[config.mk]
export PLATFORM = sky130hd
export DESIGN_NAME = mem_port_arbiter_flat
export DESIGN_NICKNAME = d
export VERILOG_FILES = /design/src/rtl/mem_port_arbiter_if.sv /design/src/rtl/mem_port_arbiter.sv /design/src/flat_wrapper.sv
export SDC_FILE = /design/constraint.sdc
export NUM_CORES = 1
export LEC_CHECK = 0
export CAP_MARGIN = 5
export CORE_UTILIZATION = 40
export CTS_BUF_LIST = sky130_fd_sc_hd__clkbuf_4 sky130_fd_sc_hd__clkbuf_8
export CTS_CLUSTER_DIAMETER = 200
export DETAILED_ROUTE_END_ITERATION = 12
export HOLD_SLACK_MARGIN = 0.05
export PLACE_DENSITY = 0.81
export SYNTH_ARGS = -nofsm -noshare
export SYNTH_HDL_FRONTEND = slang
export SYNTH_SLANG_ARGS = --single-unit
export TNS_END_PERCENT = 100
[constraint.sdc]
create_clock -name clk -period 2.82 [get_ports clk]
set_input_delay 0.705 -clock clk [delete_from_list [all_inputs] [get_ports clk]]
set_output_delay 0.705 -clock clk [all_outputs]
set_load 0.03 [all_outputs]
[src/rtl/mem_port_arbiter_if.sv]
// Bundle of the fetch port, the data port and the shared memory bus around mem_port_arbiter.
// slave is the arbiter's view of the bundle; master is the requesters' and memory model's view.
interface mem_port_arbiter_if #(
  parameter int ADDR_W = 16,
  parameter int DATA_W = 16
);
  logic              if_req;
  logic [ADDR_W-1:0] if_addr;
  logic              if_done;
  logic [DATA_W-1:0] if_rdata;

  logic              d_req;
  logic              d_wr;
  logic [ADDR_W-1:0] d_addr;
  logic [DATA_W-1:0] d_wdata;
  logic              d_done;
  logic [DATA_W-1:0] d_rdata;

  logic              mem_en;
  logic              mem_wr;
  logic [ADDR_W-1:0] mem_addr;
  logic [DATA_W-1:0] mem_wdata;
  logic [DATA_W-1:0] mem_rdata;

  logic              busy;
  logic              owner_d;

  modport slave (
    input  if_req, if_addr, d_req, d_wr, d_addr, d_wdata, mem_rdata,
    output if_done, if_rdata, d_done, d_rdata,
    output mem_en, mem_wr, mem_addr, mem_wdata, busy, owner_d
  );

  modport master (
    output if_req, if_addr, d_req, d_wr, d_addr, d_wdata, mem_rdata,
    input  if_done, if_rdata, d_done, d_rdata,
    input  mem_en, mem_wr, mem_addr, mem_wdata, busy, owner_d
  );
endinterface

[src/rtl/mem_port_arbiter.sv]
// Shares one single-port word memory between instruction fetch and data load/store.
// Each access holds mem_en for LATENCY cycles. Define ARB_RR_EN to break ties round-robin.
module mem_port_arbiter #(
  parameter int LATENCY = 2,
  parameter int ADDR_W  = 16,
  parameter int DATA_W  = 16
) (
  input logic clk,
  input logic rst,
  mem_port_arbiter_if.slave bus
);

  localparam int CNT_W = (LATENCY > 1) ? $clog2(LATENCY) : 1;

  typedef enum logic [1:0] {IDLE, ACCESS, RESP} state_t;

  state_t            state;
  state_t            stateNext;
  logic [CNT_W-1:0]  cnt;
  logic [ADDR_W-1:0] addrLat;
  logic [DATA_W-1:0] wdataLat;
  logic              wrLat;
  logic              ownerD;
  logic              cancel;
  logic [DATA_W-1:0] ifRdata;
  logic [DATA_W-1:0] dRdata;
  logic              grantAny;
  logic              grantD;
  logic              inAccess;

`ifdef ARB_RR_EN
  // Set when the data port won the most recent tie, so the next tie goes to fetch.
  logic rrLastD;
`endif

  always_comb begin
    grantAny = bus.if_req | bus.d_req;
`ifdef ARB_RR_EN
    grantD   = bus.d_req & (~bus.if_req | ~rrLastD);
`else
    grantD   = bus.d_req;
`endif
  end

  always_ff @(posedge clk) begin
    if (rst) state <= IDLE;
    else     state <= stateNext;
  end

  always_comb begin
    stateNext    = state;
    bus.mem_en   = 1'b0;
    bus.busy     = 1'b0;
    bus.if_done  = 1'b0;
    bus.d_done   = 1'b0;
    case (state)
      IDLE: begin
        if (grantAny) stateNext = ACCESS;
      end
      ACCESS: begin
        bus.mem_en = 1'b1;
        bus.busy   = 1'b1;
        if (cnt == '0) stateNext = RESP;
      end
      RESP: begin
        bus.busy    = 1'b1;
        bus.if_done = ~ownerD & ~cancel;
        bus.d_done  = ownerD & ~cancel;
        stateNext   = IDLE;
      end
      default: stateNext = IDLE;
    endcase
  end

  // Bus fields are forced to zero outside ACCESS so the latches need no reset.
  assign inAccess      = (state == ACCESS);
  assign bus.mem_wr    = inAccess & wrLat;
  assign bus.mem_addr  = inAccess ? addrLat  : '0;
  assign bus.mem_wdata = inAccess ? wdataLat : '0;
  assign bus.owner_d   = ownerD;
  assign bus.if_rdata  = ifRdata;
  assign bus.d_rdata   = dRdata;

  always_ff @(posedge clk) begin
    if (rst) begin
      cnt     <= '0;
      ownerD  <= 1'b0;
      cancel  <= 1'b0;
      ifRdata <= '0;
      dRdata  <= '0;
    end else begin
      case (state)
        IDLE: begin
          if (grantAny) begin
            ownerD <= grantD;
            cnt    <= CNT_W'(LATENCY - 1);
          end
        end
        ACCESS: begin
          if (cnt != '0) cnt <= cnt - CNT_W'(1);
          if (!ownerD && !bus.if_req) cancel <= 1'b1;
          if (cnt == '0 && !wrLat) begin
            if (ownerD) dRdata  <= bus.mem_rdata;
            else        ifRdata <= bus.mem_rdata;
          end
        end
        RESP: cancel <= 1'b0;
        default: ;
      endcase
    end
  end

`ifdef ARB_RR_EN
  always_ff @(posedge clk) begin
    if (rst) rrLastD <= 1'b0;
    else if (state == IDLE && bus.if_req && bus.d_req) rrLastD <= grantD;
  end
`endif

  always_ff @(posedge clk) begin
    if (state == IDLE && grantAny) begin
      addrLat  <= grantD ? bus.d_addr : bus.if_addr;
      wrLat    <= grantD & bus.d_wr;
      wdataLat <= bus.d_wdata;
    end
  end

endmodule

[src/flat_wrapper.sv]
// flat-port wrapper written by rule: the top's interface ports become plain ports
module mem_port_arbiter_flat 
#(
  parameter int LATENCY = 2,
  parameter int ADDR_W  = 16,
  parameter int DATA_W  = 16
)
  (clk, rst, bus_if_req, bus_if_addr, bus_d_req, bus_d_wr, bus_d_addr, bus_d_wdata, bus_mem_rdata, bus_if_done, bus_if_rdata, bus_d_done, bus_d_rdata, bus_mem_en, bus_mem_wr, bus_mem_addr, bus_mem_wdata, bus_busy, bus_owner_d);
  mem_port_arbiter_if #(.ADDR_W(ADDR_W), .DATA_W(DATA_W)) bus_i ();
  input logic clk;
  input logic rst;
  input wire logic [$bits(bus_i.if_req)-1:0] bus_if_req;
  input wire logic [$bits(bus_i.if_addr)-1:0] bus_if_addr;
  input wire logic [$bits(bus_i.d_req)-1:0] bus_d_req;
  input wire logic [$bits(bus_i.d_wr)-1:0] bus_d_wr;
  input wire logic [$bits(bus_i.d_addr)-1:0] bus_d_addr;
  input wire logic [$bits(bus_i.d_wdata)-1:0] bus_d_wdata;
  input wire logic [$bits(bus_i.mem_rdata)-1:0] bus_mem_rdata;
  output wire logic [$bits(bus_i.if_done)-1:0] bus_if_done;
  output wire logic [$bits(bus_i.if_rdata)-1:0] bus_if_rdata;
  output wire logic [$bits(bus_i.d_done)-1:0] bus_d_done;
  output wire logic [$bits(bus_i.d_rdata)-1:0] bus_d_rdata;
  output wire logic [$bits(bus_i.mem_en)-1:0] bus_mem_en;
  output wire logic [$bits(bus_i.mem_wr)-1:0] bus_mem_wr;
  output wire logic [$bits(bus_i.mem_addr)-1:0] bus_mem_addr;
  output wire logic [$bits(bus_i.mem_wdata)-1:0] bus_mem_wdata;
  output wire logic [$bits(bus_i.busy)-1:0] bus_busy;
  output wire logic [$bits(bus_i.owner_d)-1:0] bus_owner_d;
  assign bus_i.if_req = bus_if_req;
  assign bus_i.if_addr = bus_if_addr;
  assign bus_i.d_req = bus_d_req;
  assign bus_i.d_wr = bus_d_wr;
  assign bus_i.d_addr = bus_d_addr;
  assign bus_i.d_wdata = bus_d_wdata;
  assign bus_i.mem_rdata = bus_mem_rdata;
  assign bus_if_done = bus_i.if_done;
  assign bus_if_rdata = bus_i.if_rdata;
  assign bus_d_done = bus_i.d_done;
  assign bus_d_rdata = bus_i.d_rdata;
  assign bus_mem_en = bus_i.mem_en;
  assign bus_mem_wr = bus_i.mem_wr;
  assign bus_mem_addr = bus_i.mem_addr;
  assign bus_mem_wdata = bus_i.mem_wdata;
  assign bus_busy = bus_i.busy;
  assign bus_owner_d = bus_i.owner_d;
  mem_port_arbiter #(.LATENCY(LATENCY), .ADDR_W(ADDR_W), .DATA_W(DATA_W)) u_core (.clk(clk), .rst(rst), .bus(bus_i));
endmodule
# Word level (Yosys, flattened, before mapping)
# Cells that the tools add are included.
# classes
addsub	1
multipliers	0
n_div	0
magnitude_cmp	0
n_eq_ne	5
shifts	0
muxes	15
bitwise_logic	8
reduce_logical	16
# ops
operator	n
$mux W16	3
$reduce_and A2 Y1	4
$mux W1	7
$reduce_and A3 Y1	2
$and A1 B1 Y1	4
$mux W2	2
$ne A2 B2 Y1 const B	2
$pmux W1 S2	2
$pmux W2 S2	1
$reduce_bool A2 Y1	2
$logic_and A1 B1 Y1	3
$logic_not A1 Y1	3
$not A1 Y1	3
$eq A2 B1 Y1 const B	1
$eq A2 B2 Y1 const B	1
$logic_not A2 Y1	1
$ne A2 B1 Y1 const B	1
$reduce_or A2 Y1	1
$or A1 B1 Y1	1
$sub A1 B1 Y1 const B	1
# word_totals
reg_bits	70
latch_bits	0
mem_bits_rw	0
rom_bits	0
input_bits	69
output_inout_bits	70
wordCells	54
memories	0

# Longest topological paths before layout
# logic_depth
depth_word	4
ltp_mapped	7

# Worst setup path before layout
# Ideal clock, no wire load.
# synth_path
kind	input -> register
from	input port bus_d_req
to	register u_core.addrLat[0], enable pin
setup_time_ns	0.392
arrival_time_ns	1.953
t_required_ns	2.428
path_slack_ns	0.475
cell_stages	3
path_buffers	2
path_cell_list	buf_2 > buf_2 > o21a_1
# synth_via
elab_chain_cells	2
# synth_rtl
element	line	rtl
from (decl)	flat_wrapper.sv:14	input wire logic [$bits(bus_i.d_req)-1:0] bus_d_req;
$or A1 B1 Y1	mem_port_arbiter.sv:37	grantAny = bus.if_req | bus.d_req;
$logic_and A1 B1 Y1	mem_port_arbiter.sv:121	if (state == IDLE && grantAny) begin
to (signal assigned)	mem_port_arbiter.sv:122	addrLat <= grantD ? bus.d_addr : bus.if_addr;
to (decl)	mem_port_arbiter.sv:20	logic [ADDR_W-1:0] addrLat;
# Every way passes these cells.
# A chain may end at the register's enable or synchronous reset.

# Worst setup path after layout
# layout_path
from	register u_core.state[0]
to	output port bus_if_done
# layout_via
elab_chain_cells	2
# layout_rtl
element	line	rtl
from (decl)	mem_port_arbiter.sv:17	state_t state;
from (signal assigned)	mem_port_arbiter.sv:47	else state <= stateNext;
$eq A2 B2 Y1	mem_port_arbiter.sv:56	case (state)
$mux W1	mem_port_arbiter.sv:56	
to (decl)	flat_wrapper.sv:19	output wire logic [$bits(bus_i.if_done)-1:0] bus_if_done;
# Every way passes these cells.

==> impl_metrics.py <==
metrics = {
    "status": {
        "status": "completed",
    },
    "min_path": {
        "holdCritPathClass": "register to register",
        "hold_path.startpoint": "u_core.bus.if_rdata[7]",
        "holdPathStages": 2,
        "hold_end": "u_core.bus.if_rdata[7]",
    },
    "floorplanning": {
        "core_area_sq_um": 6870,
        "fp.dieArea_sq_um": 7550,
        "rows": 30,
        "initial_core_util": 0.420,
        "fp.dieW_um": 86.9,
        "die_y_um": 86.9,
        "io-pin-count": 139,
    },
    "global_routing": {
        "grt_pass1_wl_mm": 11.6,
        "first_global_vias": 2294,
        "antenna_found_initial": 0,
        "grtUsageTotal": 0.205,
        "grt_max_degree": 35,
        "grt.overflow.total": 0,
    },
    "synth": {
        "ys_ff_latch": 70,
        "yosys.area.top_type": "edfxtp_1",
        "synth.net_count": 339,
        "synth_most_common_cell": "nand2_1",
        "synthTopCellsByCount": "nand2_1 (65), dfxtp_1 (37), and2_1 (34), a21oi_1 (33), edfxtp_1 (33)",
        "synth_top_family_by_area": "simple AND/OR/NAND/NOR gates",
        "synthMuxAreaShare": 0.0694,
        "synthArstFlopShare": 0,
        "synth_simple_gate_area_frac": 0.204,
        "synth_compound_area_frac": 0.0729,
        "synthTopCellsByArea": "edfxtp_1 (34%), dfxtp_1 (26%), nand2_1 (8.5%), and2_1 (7.4%), mux2_2 (6.2%)",
        "syn_avg_cell_area_sq_um": 10.9,
        "synthFlopType": "dfxtp_1",
        "yosysTopAreaCellShare": 0.344,
        "synth_fa_ha_area_frac": 0.0217,
        "synth_warnings": 0,
        "syn_area_sq_um": 2880,
        "synth_cells": 265,
        "synth-edff-count": 33,
        "synth-xor-area-share": 0,
        "synth_cell_types": 31,
        "ys_seq_area_frac": 0.600,
    },
    "clock_network": {
        "root_buffer": "clkbuf_8",
        "holdBufCountCts": 0,
        "numCtsBuffers": 9,
        "clk_pin_slew_ps": 70,
        "cts_max_path_buffers": 2,
        "post-cts-setup-buffers": 0,
        "insertion_delay_ps": 330,
        "cts.sinks": 70,
        "tritoncts": "yes",
        "cts_htree_levels": 3,
    },
    "route": {
        "wl_per_cell_um": 14.8,
        "drc": 0,
        "ant_nets": 0,
        "vias_per_cell": 4.72,
        "drt_iter0_drc": 147,
        "vias": 2388,
        "wl_mm": 7.51,
        "dr.pass1.iters": 4,
    },
    "timing": {
        "relSlewSlack": 0.426,
        "hold_viol": 0,
        "fin_setup_tns_ps": 0,
        "skew_ps": 7.27,
        "layout_min_cycle_time_ps": 2590,
        "rsz0062_at_grt": "false",
        "fmax_mhz": 386,
        "finalMaxSlewViolations": 0,
        "setup_viol": 0,
        "post-route-period-util": 0.918,
        "tightestPinTransition_ps": 857,
    },
    "cells_and_area": {
        "nets": 479,
        "area.growth.synth_to_final_pct": 58.3,
        "multiInputGateArea_sq_um": 1070,
        "fillers": 554,
        "seq_area_sq_um": 1730,
        "drive_gt1_frac": 0.129,
        "final_cells": 506,
        "antenna_cells": 0,
        "final_cell_area_sq_um": 4570,
        "fin_util": 0.665,
    },
    "power_and_ir_drop": {
        "p_leak_nw": 1.78,
        "cellPowerDensity_nw_per_um2": 880,
        "max-vdd-ir-drop_mv": 0.406,
        "power_mw": 4.02,
    },
    "placed_design": {
        "place_inst": 490,
        "gp_congestion": 0.748,
        "hpwlAfterDp_mm": 5.58,
        "portBuffers": 138,
        "placed_cell_area_sq_um": 4360,
    },
    "setup_path": {
        "crit_path_max_fanout": 4,
        "crit_path_start_kind": "register",
        "critPathKind": "register to primary output",
        "critPathArrivalTime_ps": 1880,
        "critPathCaptureType": "primary output",
        "crit_required_ps": 2120,
        "reg2regPathDepth": 7,
        "r2r_end": "u_core.bus.d_rdata[12]",
        "rrSetupSlack_ps": 730,
        "rr_startpoint": "u_core.state[1]",
    },
    "job": {
        "cap_violations": 0,
    },
}
## placed cells by master, fill, tap and decap left out, types with 2 or more instances in the layout
| master | instances |
|---|---|
| mux2i_1 | 2 |
| clkdlybuf4s50_1 | 105 |
| clkinv_2 | 3 |
| dlygate4sd2_1 | 22 |
| bufinv_16 | 2 |
| a21oi_1 | 33 |
| ha_1 | 5 |
| edfxtp_1 | 33 |
| inv_1 | 2 |
| mux2_2 | 16 |
| dfxtp_1 | 37 |
| nand2b_1 | 5 |
| nand2_1 | 65 |
| buf_4 | 14 |
| dlymetal6s2s_1 | 3 |
| clkbuf_8 | 10 |
| and2_1 | 34 |
## flip-flops by register name, indices dropped and copies added, names as in the netlist
signal	flops
u_core.addrLat	16
u_core.bus.owner_d	1
u_core.bus.if_rdata	16
u_core.cnt	1
u_core.bus.d_rdata	16
u_core.wrLat	1
u_core.wdataLat	16
u_core.cancel	1
u_core.state	2
## what timing repair did
| action | CTS | global route |
|---|---|---|
| endpoints found under the hold margin | 0 | 0 |
| endpoints found under the setup margin | 22 | 3 |
| gates resized for setup | 22 | 4 |
| pin swaps | 0 | 0 |
## layout make-up
class	count	area share
repair buffers	146	0.310
well taps	96	0.0263
clock inverters	6	0.0184
inverters	2	0.00164
flip-flops and latches	70	0.379
clock buffers	10	0.0301
multi-input cells	176	0.234
## critical path, stage by stage, from the launching register on
cell and delay [ps]:
dfxtp_1 340, inv_1 110, ha_1 190, nor3b_1 190, clkdlybuf4s50_1 720
## layer usage
metal,wire length [um],track usage,part of all wire,vias up
met5,0,0,0,-
met1,3040,0.249,0.40,1135
li1,-,-,-,1176
met2,4020,0.354,0.53,65
met4,150,0.0970,0.020,0
met3,307,0.0360,0.041,12
## per-stage QoR
stage | hold slack, ps | setup slack, ps
6_report | 456 | 232
5_1_grt | 472 | 108
4_1_cts | 455 | 0.670
3_5_place_dp | 447 | 383
3_3_place_gp | 442 | 482
2_1_floorplan | 466 | 475
## worst max-delay path by stage
stage                                from           endpoint  slack [ps]  cells after the start
after global placement    u_core.state[1]   bus_mem_wdata[2]         480                      5
after CTS                 u_core.state[1]    bus_mem_addr[3]         0.7                      5
after floorplan                 bus_d_req  u_core.addrLat[0]         470                      3
after detailed placement  u_core.state[1]   bus_mem_wdata[0]         380                      5
final                     u_core.state[0]        bus_if_done         230                      4
after global routing      u_core.state[0]        bus_if_done         110                      4
## power breakdown
part           internal (mW)  switching [mW]  leakage (nW)
clock network          0.521           0.369         0.116
registers               1.35           0.109         0.622
logic                  0.665            1.00          1.04
total                   2.54            1.48          1.78
## cell families after synthesis
| family | after synthesis |
|---|---|
| and+or+nand+nor | 114 |
| DFF | 70 |
| AOI/OAI and AO/OA | 39 |
| buffers and inverters | 19 |
| muxes | 18 |
| adders and majority gates | 5 |
(Power assumes the default switching activity.)
